## config.mk

```make
export PLATFORM = sky130hd
export DESIGN_NAME = i2s_pcm_serializer
export DESIGN_NICKNAME = d
export VERILOG_FILES = /design/src/rtl/beamformer_pkg.sv /design/src/rtl/sample_fifo.sv /design/src/rtl/i2s_pcm_serializer.sv
export SDC_FILE = /design/constraint.sdc
export NUM_CORES = 1
export LEC_CHECK = 0
export BUFFER_PORTS_ARGS = -buffer_cell sky130_fd_sc_hd__buf_2
export CAP_MARGIN = 20
export CORE_UTILIZATION = 59
export CTS_BUF_LIST = sky130_fd_sc_hd__clkbuf_4 sky130_fd_sc_hd__clkbuf_8 sky130_fd_sc_hd__clkbuf_16
export CTS_CLUSTER_SIZE = 25
export DETAILED_ROUTE_END_ITERATION = 10
export HOLD_SLACK_MARGIN = 0.05
export PLACE_DENSITY = 0.85
export SLEW_MARGIN = 40
export SYNTH_ARGS = -nofsm -noshare
export SYNTH_HDL_FRONTEND = slang
export SYNTH_SLANG_ARGS = --single-unit
export TNS_END_PERCENT = 50
```

## constraint.sdc

```tcl
create_clock -name clk -period 3.4 [get_ports clk]
set_input_delay 0.17 -clock clk [delete_from_list [all_inputs] [get_ports clk]]
set_output_delay 0.17 -clock clk [all_outputs]
set_load 0.02 [all_outputs]
```

## src/rtl/beamformer_pkg.sv

```systemverilog
// Shared beamformer definitions: default output-stage geometry, the stereo PCM
// pair type, and the serializer state encoding.
package beamformer_pkg;

  localparam int OUT_WIDTH  = 16;
  localparam int SLOT_BITS  = 32;
  localparam int FIFO_DEPTH = 4;

  typedef struct packed {
    logic [OUT_WIDTH-1:0] left;
    logic [OUT_WIDTH-1:0] right;
  } pcm_pair_t;

  typedef enum logic {
    ST_IDLE,
    ST_RUN
  } ser_state_t;

endpackage

```

## src/rtl/sample_fifo.sv

```systemverilog
// Synchronous FIFO with occupancy count. Pushes when full and pops when empty
// are ignored, so callers may present requests unconditionally.
module sample_fifo #(
  parameter int WIDTH = 32,
  parameter int DEPTH = 4,
  localparam int AW   = $clog2(DEPTH)
) (
  input  logic             clk,
  input  logic             reset,
  input  logic             i_push,
  input  logic             i_pop,
  input  logic [WIDTH-1:0] i_wdata,
  output logic [WIDTH-1:0] o_rdata,
  output logic [AW:0]      o_count,
  output logic             o_full,
  output logic             o_empty
);

  logic [WIDTH-1:0] r_mem [DEPTH];
  logic [AW-1:0]    r_wr_ptr;
  logic [AW-1:0]    r_rd_ptr;
  logic [AW:0]      r_count;
  logic             w_push;
  logic             w_pop;

  assign w_push = i_push && !o_full;
  assign w_pop  = i_pop && !o_empty;

  // NOTE: sequential state uses non-blocking assignments so every register
  // samples pre-edge values, independent of statement order between blocks.
  always_ff @(posedge clk) begin
    if (reset) begin
      r_wr_ptr <= '0;
      r_rd_ptr <= '0;
      r_count  <= '0;
    end else begin
      if (w_push) r_wr_ptr <= r_wr_ptr + 1'b1;
      if (w_pop)  r_rd_ptr <= r_rd_ptr + 1'b1;
      case ({w_push, w_pop})
        2'b10:   r_count <= r_count + 1'b1;
        2'b01:   r_count <= r_count - 1'b1;
        default: r_count <= r_count;
      endcase
    end
  end

  // NOTE: the storage array is deliberately not reset; the pointers and count
  // define validity, and a resettable array would cost a reset net per bit.
  always_ff @(posedge clk) begin
    if (w_push) r_mem[r_wr_ptr] <= i_wdata;
  end

  assign o_rdata = r_mem[r_rd_ptr];
  assign o_count = r_count;
  assign o_full  = (r_count == (AW+1)'(DEPTH));
  assign o_empty = (r_count == '0);

endmodule

```

## src/rtl/i2s_pcm_serializer.sv

```systemverilog
// Beamformer output stage: saturates summed stereo samples, queues them, and
// streams Philips-I2S frames with a self-generated word select.
module i2s_pcm_serializer #(
  parameter int IN_WIDTH   = 20,
  parameter int OUT_WIDTH  = beamformer_pkg::OUT_WIDTH,
  parameter int SLOT_BITS  = beamformer_pkg::SLOT_BITS,
  parameter int FIFO_DEPTH = beamformer_pkg::FIFO_DEPTH
) (
  input  logic                        clk,
  input  logic                        reset,
  input  logic                        in_valid,
  output logic                        in_ready,
  input  logic [IN_WIDTH-1:0]         in_left,
  input  logic [IN_WIDTH-1:0]         in_right,
  input  logic                        clear_flags,
  output logic                        ws,
  output logic                        sd,
  output logic                        frame_start,
  output logic [$clog2(FIFO_DEPTH):0] fifo_level,
  output logic                        clipped,
  output logic                        underrun
);

  import beamformer_pkg::*;

  localparam int FRAME_BITS = 2 * SLOT_BITS;
  localparam int CW         = $clog2(FRAME_BITS);

  // Returns {clipped, word}: in range when the bits above the output sign all
  // match it; otherwise clamp toward the input's sign.
  function automatic logic [OUT_WIDTH:0] saturate(input logic [IN_WIDTH-1:0] x);
    logic [IN_WIDTH-OUT_WIDTH:0] head;
    head = x[IN_WIDTH-1:OUT_WIDTH-1];
    if (&head || ~|head) return {1'b0, x[OUT_WIDTH-1:0]};
    else if (x[IN_WIDTH-1]) return {1'b1, 1'b1, {(OUT_WIDTH-1){1'b0}}};
    else return {1'b1, 1'b0, {(OUT_WIDTH-1){1'b1}}};
  endfunction

  logic [CW-1:0]           r_cnt;
  logic [FRAME_BITS-1:0]   r_shift;
  logic                    r_sd;
  logic                    r_clipped;
  logic                    r_underrun;
  ser_state_t              r_state;
  ser_state_t              w_state_next;
  logic [OUT_WIDTH:0]      w_sat_l;
  logic [OUT_WIDTH:0]      w_sat_r;
  logic [2*OUT_WIDTH-1:0]  w_rdata;
  logic [FRAME_BITS-1:0]   w_frame;
  logic                    w_full;
  logic                    w_empty;
  logic                    w_push;
  logic                    w_pop;
  logic                    w_frame_edge;
  logic                    w_clip_set;
  logic                    w_underrun_set;

  assign w_sat_l      = saturate(in_left);
  assign w_sat_r      = saturate(in_right);
  assign w_frame_edge = (r_cnt == '0);
  assign w_push       = in_valid && !w_full;
  assign w_pop        = w_frame_edge && !w_empty;
  assign w_clip_set   = w_push && (w_sat_l[OUT_WIDTH] || w_sat_r[OUT_WIDTH]);

  sample_fifo #(
    .WIDTH (2 * OUT_WIDTH),
    .DEPTH (FIFO_DEPTH)
  ) u_fifo (
    .clk     (clk),
    .reset   (reset),
    .i_push  (w_push),
    .i_pop   (w_pop),
    .i_wdata ({w_sat_l[OUT_WIDTH-1:0], w_sat_r[OUT_WIDTH-1:0]}),
    .o_rdata (w_rdata),
    .o_count (fifo_level),
    .o_full  (w_full),
    .o_empty (w_empty)
  );

  // Left word left-justified in the first slot, right word in the second.
  always_comb begin
    w_frame = '0;
    if (w_pop) begin
      w_frame[FRAME_BITS-1 -: OUT_WIDTH] = w_rdata[2*OUT_WIDTH-1 -: OUT_WIDTH];
      w_frame[SLOT_BITS-1 -: OUT_WIDTH]  = w_rdata[OUT_WIDTH-1:0];
    end
  end

  // NOTE: every signal driven here gets a default first, so no path through
  // the case leaves it unassigned and no latch is inferred.
  always_comb begin
    w_state_next   = r_state;
    w_underrun_set = 1'b0;
    case (r_state)
      ST_IDLE: if (w_pop) w_state_next = ST_RUN;
      ST_RUN:  w_underrun_set = w_frame_edge && w_empty;
      default: w_state_next = ST_IDLE;
    endcase
  end

  always_ff @(posedge clk) begin
    if (reset) begin
      r_state    <= ST_IDLE;
      r_cnt      <= '0;
      r_clipped  <= 1'b0;
      r_underrun <= 1'b0;
    end else begin
      r_state    <= w_state_next;
      r_cnt      <= (r_cnt == CW'(FRAME_BITS - 1)) ? '0 : r_cnt + 1'b1;
      r_clipped  <= w_clip_set | (r_clipped & ~clear_flags);
      r_underrun <= w_underrun_set | (r_underrun & ~clear_flags);
    end
  end

  // The one-bit I2S delay falls out of registering sd: the bit chosen during
  // cnt == c appears during cnt == c+1, so the frame MSB lands in cnt == 1.
  always_ff @(posedge clk) begin
    if (reset) begin
      r_shift <= '0;
      r_sd    <= 1'b0;
    end else if (w_frame_edge) begin
      r_sd    <= w_frame[FRAME_BITS-1];
      r_shift <= w_frame << 1;
    end else begin
      r_sd    <= r_shift[FRAME_BITS-1];
      r_shift <= r_shift << 1;
    end
  end

  assign in_ready    = !w_full;
  assign ws          = (r_cnt >= CW'(SLOT_BITS));
  assign frame_start = w_frame_edge;
  assign sd          = r_sd;
  assign clipped     = r_clipped;
  assign underrun    = r_underrun;

endmodule

```

==> Word-level counts from Yosys, hierarchy flattened <==
Memory sizes are Yosys's and may differ from the RTL's. A register that Yosys moved wholly into a read port is not among the register bits.
Cells that the tools add are included.
{ "word_totals": {"register_bits": 81, "ramBits": 128, "in_bits": 44, "out_inout_bits": 9, "word_cells": 64, "mem_count": 1} }
{ "mem_list": {"columns": ["name", "depth", "width", "read_ports", "rd_clocked_by_memory_dff", "wr", "line_no", "text"], "rows": [
  ["u_fifo.r_mem", 4, 32, 1, 1, 1, "sample_fifo.sv:19", "logic [WIDTH-1:0] r_mem [DEPTH];"]
]} }
{ "classes": {"addsub": 5, "magnitude_cmp": 1, "eq_ne": 4, "n_mux": 16, "bitwise": 5, "n_reduce_logical": 22} }
{ "ops": {"columns": ["operator", "count"], "rows": [
  ["$mux W16", 4],
  ["$mux W64", 1],
  ["$mux W17", 2],
  ["$reduce_and A5 Y1", 2],
  ["$reduce_or A5 Y1", 2],
  ["$add A6 B1 Y6 const B", 1],
  ["$eq A6 B6 Y1 const B", 1],
  ["$ge A6 B6 Y1 const B", 1],
  ["$logic_and A1 B1 Y1", 6],
  ["$logic_not A6 Y1", 1],
  ["$mux W1", 6],
  ["$pmux W3 S2", 1],
  ["$add A2 B1 Y2 const B", 2],
  ["$logic_not A1 Y1", 4],
  ["$mux W2", 2],
  ["$reduce_or A2 Y1", 2],
  ["$add A3 B1 Y3 const B", 1],
  ["$eq A3 B3 Y1 const B", 1],
  ["$logic_not A3 Y1", 1],
  ["$logic_or A1 B1 Y1", 3],
  ["$sub A3 B1 Y3 const B", 1],
  ["$and A1 B1 Y1", 2],
  ["$eq A2 B1 Y1 const B", 1],
  ["$eq A2 B2 Y1 const B", 1],
  ["other kinds (3)", 4]
]} }

==> Longest topological paths before layout <==
Gate-level depths: netlist of the first run.
{ "depth": {"word_depth": 7, "ltp_mapped": 11, "depth_no_buf": 10} }

==> By module <==
Synthesis of the first run repeated with hierarchy kept, for this count alone.
{ "unflattened": {"hier_cells": 483, "area_unflattened_um2": 7492.2} }
{ "by_module_without_submodules": {"columns": ["mod", "instances", "cells_each", "area_each_um2", "seq_area_each_um2"], "rows": [
  ["sample_fifo", 1, 221, 5143.7, 4023.9],
  ["i2s_pcm_serializer", 1, 262, 2348.5, 1141.1]
]} }

==> Worst setup path after synthesis of the first run <==
OpenSTA, ideal clock, no wires.
{ "synth_timing": {"path_kind": "flip-flop to flip-flop", "from": "reg r_cnt[0]", "to": "reg u_fifo.r_count[2] (netlist: u_fifo.o_count[2])", "setup_time_ns": 0.070, "t_arrival_ns": 2.630, "required_time_ns": 3.330, "setup_slack_ns": 0.700, "path_stages_with_launch": 12, "path_buffers": 1, "period_less_slack_ns": 2.700, "cell_sequence": "dfxtp_1 -> inv_1 -> ha_1 -> or4b_4 -> nor3_4 -> buf_4 -> ha_1 -> inv_1 -> fa_1 -> xor2_1 -> or3_1 -> a21oi_1"} }
{ "synth_via": {"elab_chain_cells": 5, "elab_cells_between_ends": 7, "classes_between": "eq/ne: 2; mux: 1; reduce/logical: 4"} }
{ "synth_rtl": {"columns": ["element", "line_no", "text"], "rows": [
  ["start, declared", "i2s_pcm_serializer.sv:39", "logic [CW-1:0] r_cnt;"],
  ["start signal, assigned", "i2s_pcm_serializer.sv:109", "r_cnt <= (r_cnt == CW'(FRAME_BITS - 1)) ? '0 : r_cnt + 1'b1;"],
  ["$logic_not A6 Y1 *", "i2s_pcm_serializer.sv:60", "assign w_frame_edge = (r_cnt == '0);"],
  ["$logic_and A1 B1 Y1 *", "i2s_pcm_serializer.sv:62", "assign w_pop = w_frame_edge && !w_empty;"],
  ["$logic_and A1 B1 Y1 *", "sample_fifo.sv:27", "assign w_pop = i_pop && !o_empty;"],
  ["named net u_fifo.w_pop", "sample_fifo.sv:24", "logic w_pop;"],
  ["$eq A2 B1 Y1 or $eq A2 B2 Y1 (tied branches)", "sample_fifo.sv:39", "case ({w_push, w_pop})"],
  ["$pmux W3 S2 or $reduce_bool A2 Y1 (tied branches)", null, null],
  ["end signal, assigned", "sample_fifo.sv:40", "2'b10: r_count <= r_count + 1'b1;"],
  ["end signal, assigned", "sample_fifo.sv:41", "2'b01: r_count <= r_count - 1'b1;"],
  ["end signal, assigned", "sample_fifo.sv:42", "default: r_count <= r_count;"],
  ["end, declared", "sample_fifo.sv:22", "logic [AW:0] r_count;"]
]} }
The timed path passes the listed nets; every way through them passes the cells marked *.
A chain may end at the register's enable or synchronous reset.

==> Worst setup path in the final report of the first run <==
{ "layout_timing": {"from": "reg r_cnt[0]", "to": "reg u_fifo.r_count[2] (netlist: u_fifo.o_count[2])"} }
{ "layout_via": {"elab_chain_cells": 5, "elab_cells_between_ends": 7, "classes_between": "eq/ne: 2; mux: 1; reduce/logical: 4"} }
{ "layout_rtl": {"columns": ["element", "line_no"], "rows": [
  ["$logic_not A6 Y1 *", "i2s_pcm_serializer.sv:60"],
  ["$logic_and A1 B1 Y1 *", "i2s_pcm_serializer.sv:62"],
  ["$logic_and A1 B1 Y1 *", "sample_fifo.sv:27"],
  ["$eq A2 B1 Y1 or $eq A2 B2 Y1 (tied branches)", "sample_fifo.sv:39"],
  ["$pmux W3 S2 or $reduce_bool A2 Y1 (tied branches)", null]
]} }
Every way passes the cells marked *; elsewhere a longest branch is shown, timed or not.

==> run_results.csv, run 1 <==
group,metric,value,unit
synthesis,synth.avg_cell_area,16.3,um2
synthesis,synth.top_cell.area_share,52.8,%
pwr,p_switching,1620,uW
sta,rsz0062_at_grt,"false",
floorplanning,die_h,113,um
synthesis,synth_seq_area_share,71.0,%
floorplanning,ios,53,
clock_network,cts_inserted_buffers,17,
worst_setup_path,cp.arrival,2990,ps
worst_setup_path,r2r_end,"u_fifo.o_count[2]",
cells_and_area,nNetsFinal,551,
route,first_pass_iters,5,
sta,fmax,379,MHz
route,post_drt_wl_per_cell,21.2,um
worst_setup_path,cp_max_fo,5,
global_route,grt_overflow,0,
worst_setup_path,crit_family,"simple AND/OR/NAND/NOR gates",
pwr,power_density,758,nW/um2
sta,slew_headroom,51.3,%
synthesis,synth_top_area_cell,"edfxtp_1",
global_route,grt_first_pass_wirelength,22.4,mm
cells_and_area,insertedDiodeCount,0,
synthesis,syn-num-nets,497,
clock_network,cts_setup_buffers,0,
floorplanning,rows,40,
pwr,p_sw_share,25.8,%
worst_setup_path,cp_slowest_stage_delay,480,ps
clock_network,tritoncts,"built",
worst_setup_path,critPathSlowestCell,"or4b_4",
clock_network,cts_buffer_depth,2,
pwr,cellLeakagePower,0.00310,uW
floorplanning,core_area,12000,um2
clock_network,cts_root_buffer,"clkbuf_16",
worst_setup_path,end_kind,"flop",
synthesis,synthTopCellsByArea,"edfxtp_1 (53%), dfxtp_1 (18%), mux4_2 (9.9%)",
floorplanning,dieArea,12800,um2
worst_setup_path,worstPathRequired,3750,ps
clock_network,clk_latency,430,ps
sta,fin_skew,9.40,ps
worst_setup_path,reg2reg_slack,760,ps
sta,fin_crit,2640,ps
flow_run,max-cap-violations,0,
global_route,antenna_found_initial,0,
worst_hold_path,holdPathEnd,"u_fifo.r_mem[0][2]",
pwr,clkPwrFrac,33.7,%
place,dp_cells,625,
cells_and_area,layout-drive-gt1-share,26.6,%
pwr,pwr-share-comb,19.7,%
sta,setup_viol,0,
worst_setup_path,cp.buffers_inverters,2,
synthesis,synth_warnings,0,
sta,fin_setup_tns,0,ps
route,vias,3998,
cells_and_area,final_core_util,69.1,%
pwr,pwr-share-seq,46.7,%
pwr,power,6290,uW
worst_setup_path,worst_setup_path_start_kind,"flop",
place,port_buffers,52,
worst_hold_path,hp-class,"input pin to flop",
cells_and_area,layout.cells.non_filler,659,
pwr,ir_drop,0.000365,V
sta,slew_viol_final,0,
clock_network,numClockSinks,194,
route,totalWireLength,14.0,mm
global_route,grt_start_max_net_pins,49,
place,dp_hpwl,7.58,mm
global_route,first_global_vias,4242,
synthesis,syn_inst,445,
clock_network,path_clk_slew,70,ps
worst_setup_path,cp_cell_sequence,"inv_1 > ha_1 > or4b_4 > nor3_4 > ha_1 > inv_1 > fa_1 > xor2_1 > or3_1 > a21oi_1",
place,place_congestion,0.798,
cells_and_area,syn2layout_area_growth,14.2,%
worst_setup_path,path_class,"flop to flop",
global_route,track_usage,23.9,%
synthesis,ys_types,38,
route,drt_iter0_drc,364,
run_status,status,"completed",
worst_hold_path,worstHoldStart,"in_right[2]",
clock_network,cts-htree-levels,4,
route,vias_per_cell,6.07,
sta,worst_slew_pin_slew,729,ps
sta,fin_crit_sh,77.5,%
floorplanning,floorplan.initialDensity,60.6,%
sta,hold_viol,0,
pwr,p_int,4670,uW
worst_setup_path,ff2ff_path_depth,10,
synthesis,netlist_area,7270,um2
synthesis,synth.ff_latch_count,194,
floorplanning,die_w,113,um
worst_setup_path,r2r_start,"r_cnt[0]",
worst_hold_path,min_delay_path_depth,2,
route,drc,0,
route,ant_nets,0,
==> repair_timing <==
item                                   in CTS  in global routing
hold buffers                                2                  0
endpoints found under the hold margin       8                  0
gates resized for setup                     0                  0
==> worst max-delay path by stage <==
| stage | startpoint | end | slack (ps) | cells after the start |
|---|---|---|---|---|
| floorplan | r_cnt[0] | u_fifo.o_count[2] | 700 | 11 |
| global placement | r_cnt[0] | u_fifo.o_count[2] | 1010 | 10 |
| detailed placement | r_cnt[0] | u_fifo.o_count[2] | 790 | 10 |
| CTS | r_cnt[0] | u_fifo.o_count[2] | 760 | 10 |
| global route | r_cnt[0] | u_fifo.o_count[2] | 640 | 10 |
| finish | r_cnt[0] | u_fifo.o_count[2] | 760 | 10 |
==> metal layers <==
layer,wire length (um),track usage [%],share of wire (%),vias to the layer above
li1,-,-,-,1804
met1,5750,30.7,41,1995
met2,7160,39.5,51,180
met3,866,4.77,6.2,19
met4,219,11.5,1.6,0
met5,0,0,0,-
==> power groups by stage <==
stage          Clock, uW  Combinational [uW]  Sequential (uW)
2_1_floorplan          0                 939             2970
5_1_grt             2240                1350             2950
3_3_place_gp           0                1180             2950
6_report            2120                1240             2940
3_5_place_dp           0                1220             2980
4_1_cts             2140                1250             2930
==> logic make-up (layout without fill, tap and decap cells) <==
group                    count (synthesis)  count (layout)  share of synthesized area [%]
flip-flops                             194             194                           71.0
AND/OR/NAND/NOR                         90              90                           6.18
AO/OA/AOI/OAI                           71              71                           7.48
buffers and inverters                   41             108                           2.67
multiplexers                            33              33                           10.2
adder cells (fa/ha/maj)                  8               8                           1.48
XOR/XNOR                                 8               8                          0.963
==> cells in the mapped netlist (all sizes together) <==
cell,number
a21bo,1
a21o,30
a21oi,4
a22oi,31
a32o,1
a32oi,1
a41o,1
and2,2
and3,20
buf,11
clkbuf,18
dfxtp,66
edfxtp,128
fa,1
ha,7
inv,12
mux2i,1
mux4,32
nand2,4
nand3,2
nand3b,1
nand4,3
nor2,50
nor3,2
nor4,1
o211ai,1
o21ai,1
or2,1
or3,1
or3b,1
or4,1
or4b,1
xnor2,3
xor2,5
==> placed cells by master (no fill, tap or decap), drive strengths merged <==
cell / netlist / routed
nand3: 2 / 2
fa: 1 / 1
mux4: 32 / 32
a21oi: 4 / 4
or2: 1 / 1
mux2i: 1 / 1
a21bo: 1 / 1
a41o: 1 / 1
nand2: 4 / 4
and3: 20 / 20
xnor2: 3 / 3
nor2: 50 / 50
and2: 2 / 2
clkinv: 0 / 4
or4: 1 / 1
nand3b: 1 / 1
bufinv: 0 / 4
dlygate4sd3: 0 / 2
clkinvlp: 0 / 1
or3: 1 / 1
edfxtp: 128 / 128
a21o: 30 / 30
nor3: 2 / 2
ha: 7 / 7
o21ai: 1 / 1
a32oi: 1 / 1
clkbuf: 18 / 23
xor2: 5 / 5
a32o: 1 / 1
dfxtp: 66 / 66
nand4: 3 / 3
o211ai: 1 / 1
buf: 11 / 62
a22oi: 31 / 31
or4b: 1 / 1
or3b: 1 / 1
nor4: 1 / 1
inv: 12 / 12
==> cell type report <==
type / instances / area, um2
flip-flops and latches: 194 / 5170
fillers: 734 / 3710
multi-input cells: 210 / 1920
clock buffers: 23 / 483
repair buffers: 64 / 355
well taps: 147 / 184
clock inverters: 9 / 155
inverters: 12 / 45.0
==> registers in the layout (all words and copies together), names as in the netlist, 2 cells and up, named ones only <==
signal           cells
u_fifo.o_count       3
r_cnt                6
u_fifo.r_rd_ptr      2
u_fifo.r_wr_ptr      2
r_shift             47
u_fifo.r_mem       128
==> metrics by stage <==
stage	instance area [um2]	setup slack [ps]	hold slack, ps
finish	8310	764	85.4
global route	8310	639	87.3
CTS	8310	760	69.2
detailed placement	7650	789	441
global placement	7640	1010	415
floorplan	7270	700	367
Power figures use the tool's default switching activity.
==> run 2, diff against run 1 <==
==> constraint.sdc (replaced) <==
create_clock -name clk -period 2.63 [get_ports clk]
set_input_delay 0.1315 -clock clk [delete_from_list [all_inputs] [get_ports clk]]
set_output_delay 0.1315 -clock clk [all_outputs]
set_load 0.02 [all_outputs]
==> run 2 against run 1 <==
Compared with the run above:
- power grew 25%
- combinational power grew 31%
- die area is the same
- cell count rose by 3.2%
- register-to-register slack lost 640 ps
- via count rose by 0.93%
- critical path type unchanged
- largest power group unchanged
==> run_results.csv, run 2 (synthesis gave the netlist of run 1 again) <==
group,metric,value,unit
run_status,status,"completed",
place,port_buffers,52,
clock_network,cts_buffer_depth,2,
global_route,grt_start_max_net_pins,49,
clock_network,path_clk_slew,70,ps
worst_setup_path,startpoint,"r_cnt[1]",
route,post_drt_wl_per_cell,20.2,um
route,drc,0,
floorplanning,dieArea,12800,um2
global_route,track_usage,23.9,%
pwr,power_density,932,nW/um2
cells_and_area,reg_top3,"u_fifo.r_mem: 128 flops, r_shift: 47 flops, r_cnt: 6 flops",
cells_and_area,layout-drive-gt1-share,26.8,%
worst_setup_path,path_class,"flop to flop",
clock_network,numClockSinks,194,
route,vias,4035,
sta,fmax,399,MHz
cells_and_area,syn2layout_area_growth,16.1,%
clock_network,cts_root_buffer,"clkbuf_16",
clock_network,cts_resized,0,
worst_setup_path,r2r_start,"r_cnt[1]",
route,ant_nets,0,
sta,setup_viol,0,
cells_and_area,mostFrequentLayoutCells,"edfxtp_1 (128), dfxtp_1 (64), buf_2 (52), nor2_1 (49), mux4_2 (32)",
clock_network,cts-htree-levels,4,
global_route,grt_first_pass_wirelength,22.2,mm
clock_network,cts_inserted_buffers,17,
clock_network,cts_setup_buffers,0,
global_route,first_global_vias,4199,
flow_run,max-cap-violations,0,
floorplanning,floorplan.initialDensity,60.6,%
place,place_congestion,0.760,
floorplanning,ios,53,
sta,fin_setup_tns,0,ps
clock_network,clk_latency,430,ps
global_route,grt_overflow,0,
floorplanning,die_h,113,um
worst_setup_path,cp_max_fo,4,
sta,fin_crit,2510,ps
route,totalWireLength,13.8,mm
worst_setup_path,end_kind,"flop",
clock_network,tritoncts,"built",
floorplanning,core_area,12000,um2
cells_and_area,nNetsFinal,572,
place,post-place-ws,136,ps
worst_setup_path,worstPathRequired,2990,ps
worst_setup_path,cp_slowest_stage_delay,480,ps
floorplanning,rows,40,
floorplanning,die_w,113,um
cells_and_area,insertedDiodeCount,0,
sta,rsz0062_at_grt,"false",
worst_hold_path,hp-class,"input pin to flop",
sta,slew_viol_final,0,
pwr,ir_drop,0.000541,V
sta,fin_skew,4.47,ps
global_route,antenna_found_initial,0,
route,drt_iter0_drc,256,
place,dp_hpwl,8.08,mm
worst_setup_path,critPathSlowestCell,"or4b_4",
worst_setup_path,cp_cell_sequence,"inv_1 > ha_1 > or4b_4 > nor3_4 > ha_4 > inv_1 > fa_2 > xor2_1 > or3_1 > a21oi_1",
sta,fin_hold_ws,58.7,ps
cells_and_area,final_core_util,70.3,%
worst_hold_path,worstHoldStart,"in_right[10]",
cells_and_area,final_common_cell,"edfxtp_1",
route,vias_per_cell,5.93,
sta,fin_ws,124,ps
cells_and_area,largest_reg_flops,128,
sta,worst_slew_pin_slew,775,ps
pwr,cellLeakagePower,0.00315,uW
sta,fin_crit_sh,95.3,%
cells_and_area,largest-register,"u_fifo.r_mem",
worst_setup_path,worst_setup_path_start_kind,"flop",
worst_setup_path,cp.arrival,2870,ps
sta,slew_headroom,47.8,%
route,first_pass_iters,5,
sta,hold_viol,0,
worst_setup_path,cp_common_cell,"inv_1",
run 2: per-stage QoR:
step,std cells,power [uW],instance area (um2)
6_report,680,7880,8450
5_1_grt,680,8210,8450
4_1_cts,680,7930,8450
3_5_place_dp,629,5490,7690
3_3_place_gp,629,5380,7690
2_1_floorplan,445,5080,7290
run 2: timing repair:
item,4_1_cts,5_1_grt
endpoints found under the setup margin,0,1
endpoints found under the hold margin,72,0
hold buffers,19,0
run 2: layout make-up:
cell class | count | area [um2]
Fill cell | 724 | 3560
Timing Repair Buffer | 85 | 556
Multi-Input combinational cell | 210 | 1930
Clock inverter | 13 | 98.8
Inverter | 12 | 45.0
Clock buffer | 19 | 464
Sequential cell | 194 | 5170
Tap cell | 147 | 184
run 2: worst paths after layout:
| path | endpoint | slack (ps) | depth (start not counted) |
|---|---|---|---|
| setup / recovery | u_fifo.o_count[2] | 120 | 10 |
| hold / removal | u_fifo.r_mem[1][10] | 60 | 2 |
| setup reg to reg | u_fifo.o_count[2] | 120 | 10 |
| hold reg to reg | r_cnt[0] | 450 | 1 |
run 2: metal layers:
layer / GRT usage, % / vias up / share of wire, %
met5: 0 / - / 0
met4: 11.2 / 0 / 2.0
met3: 6.32 / 25 / 5.3
met2: 40.0 / 133 / 52
met1: 29.3 / 2029 / 41
li1: - / 1848 / -
run 2: power by group:
| part | switching [uW] | internal [uW] |
|---|---|---|
| Combinational | 865 | 754 |
| Sequential | 191 | 3650 |
| Clock | 1110 | 1300 |
run 2: worst max-delay path: cells and delay by family (launching register included):
kind	cells	cell delay, ps
AOI/OAI and AO/OA	1	120
xor gates and xnor gates	1	160
adders and majority gates	3	680
buffers and inverters	2	130
DFF	1	340
and+or+nand+nor	3	990
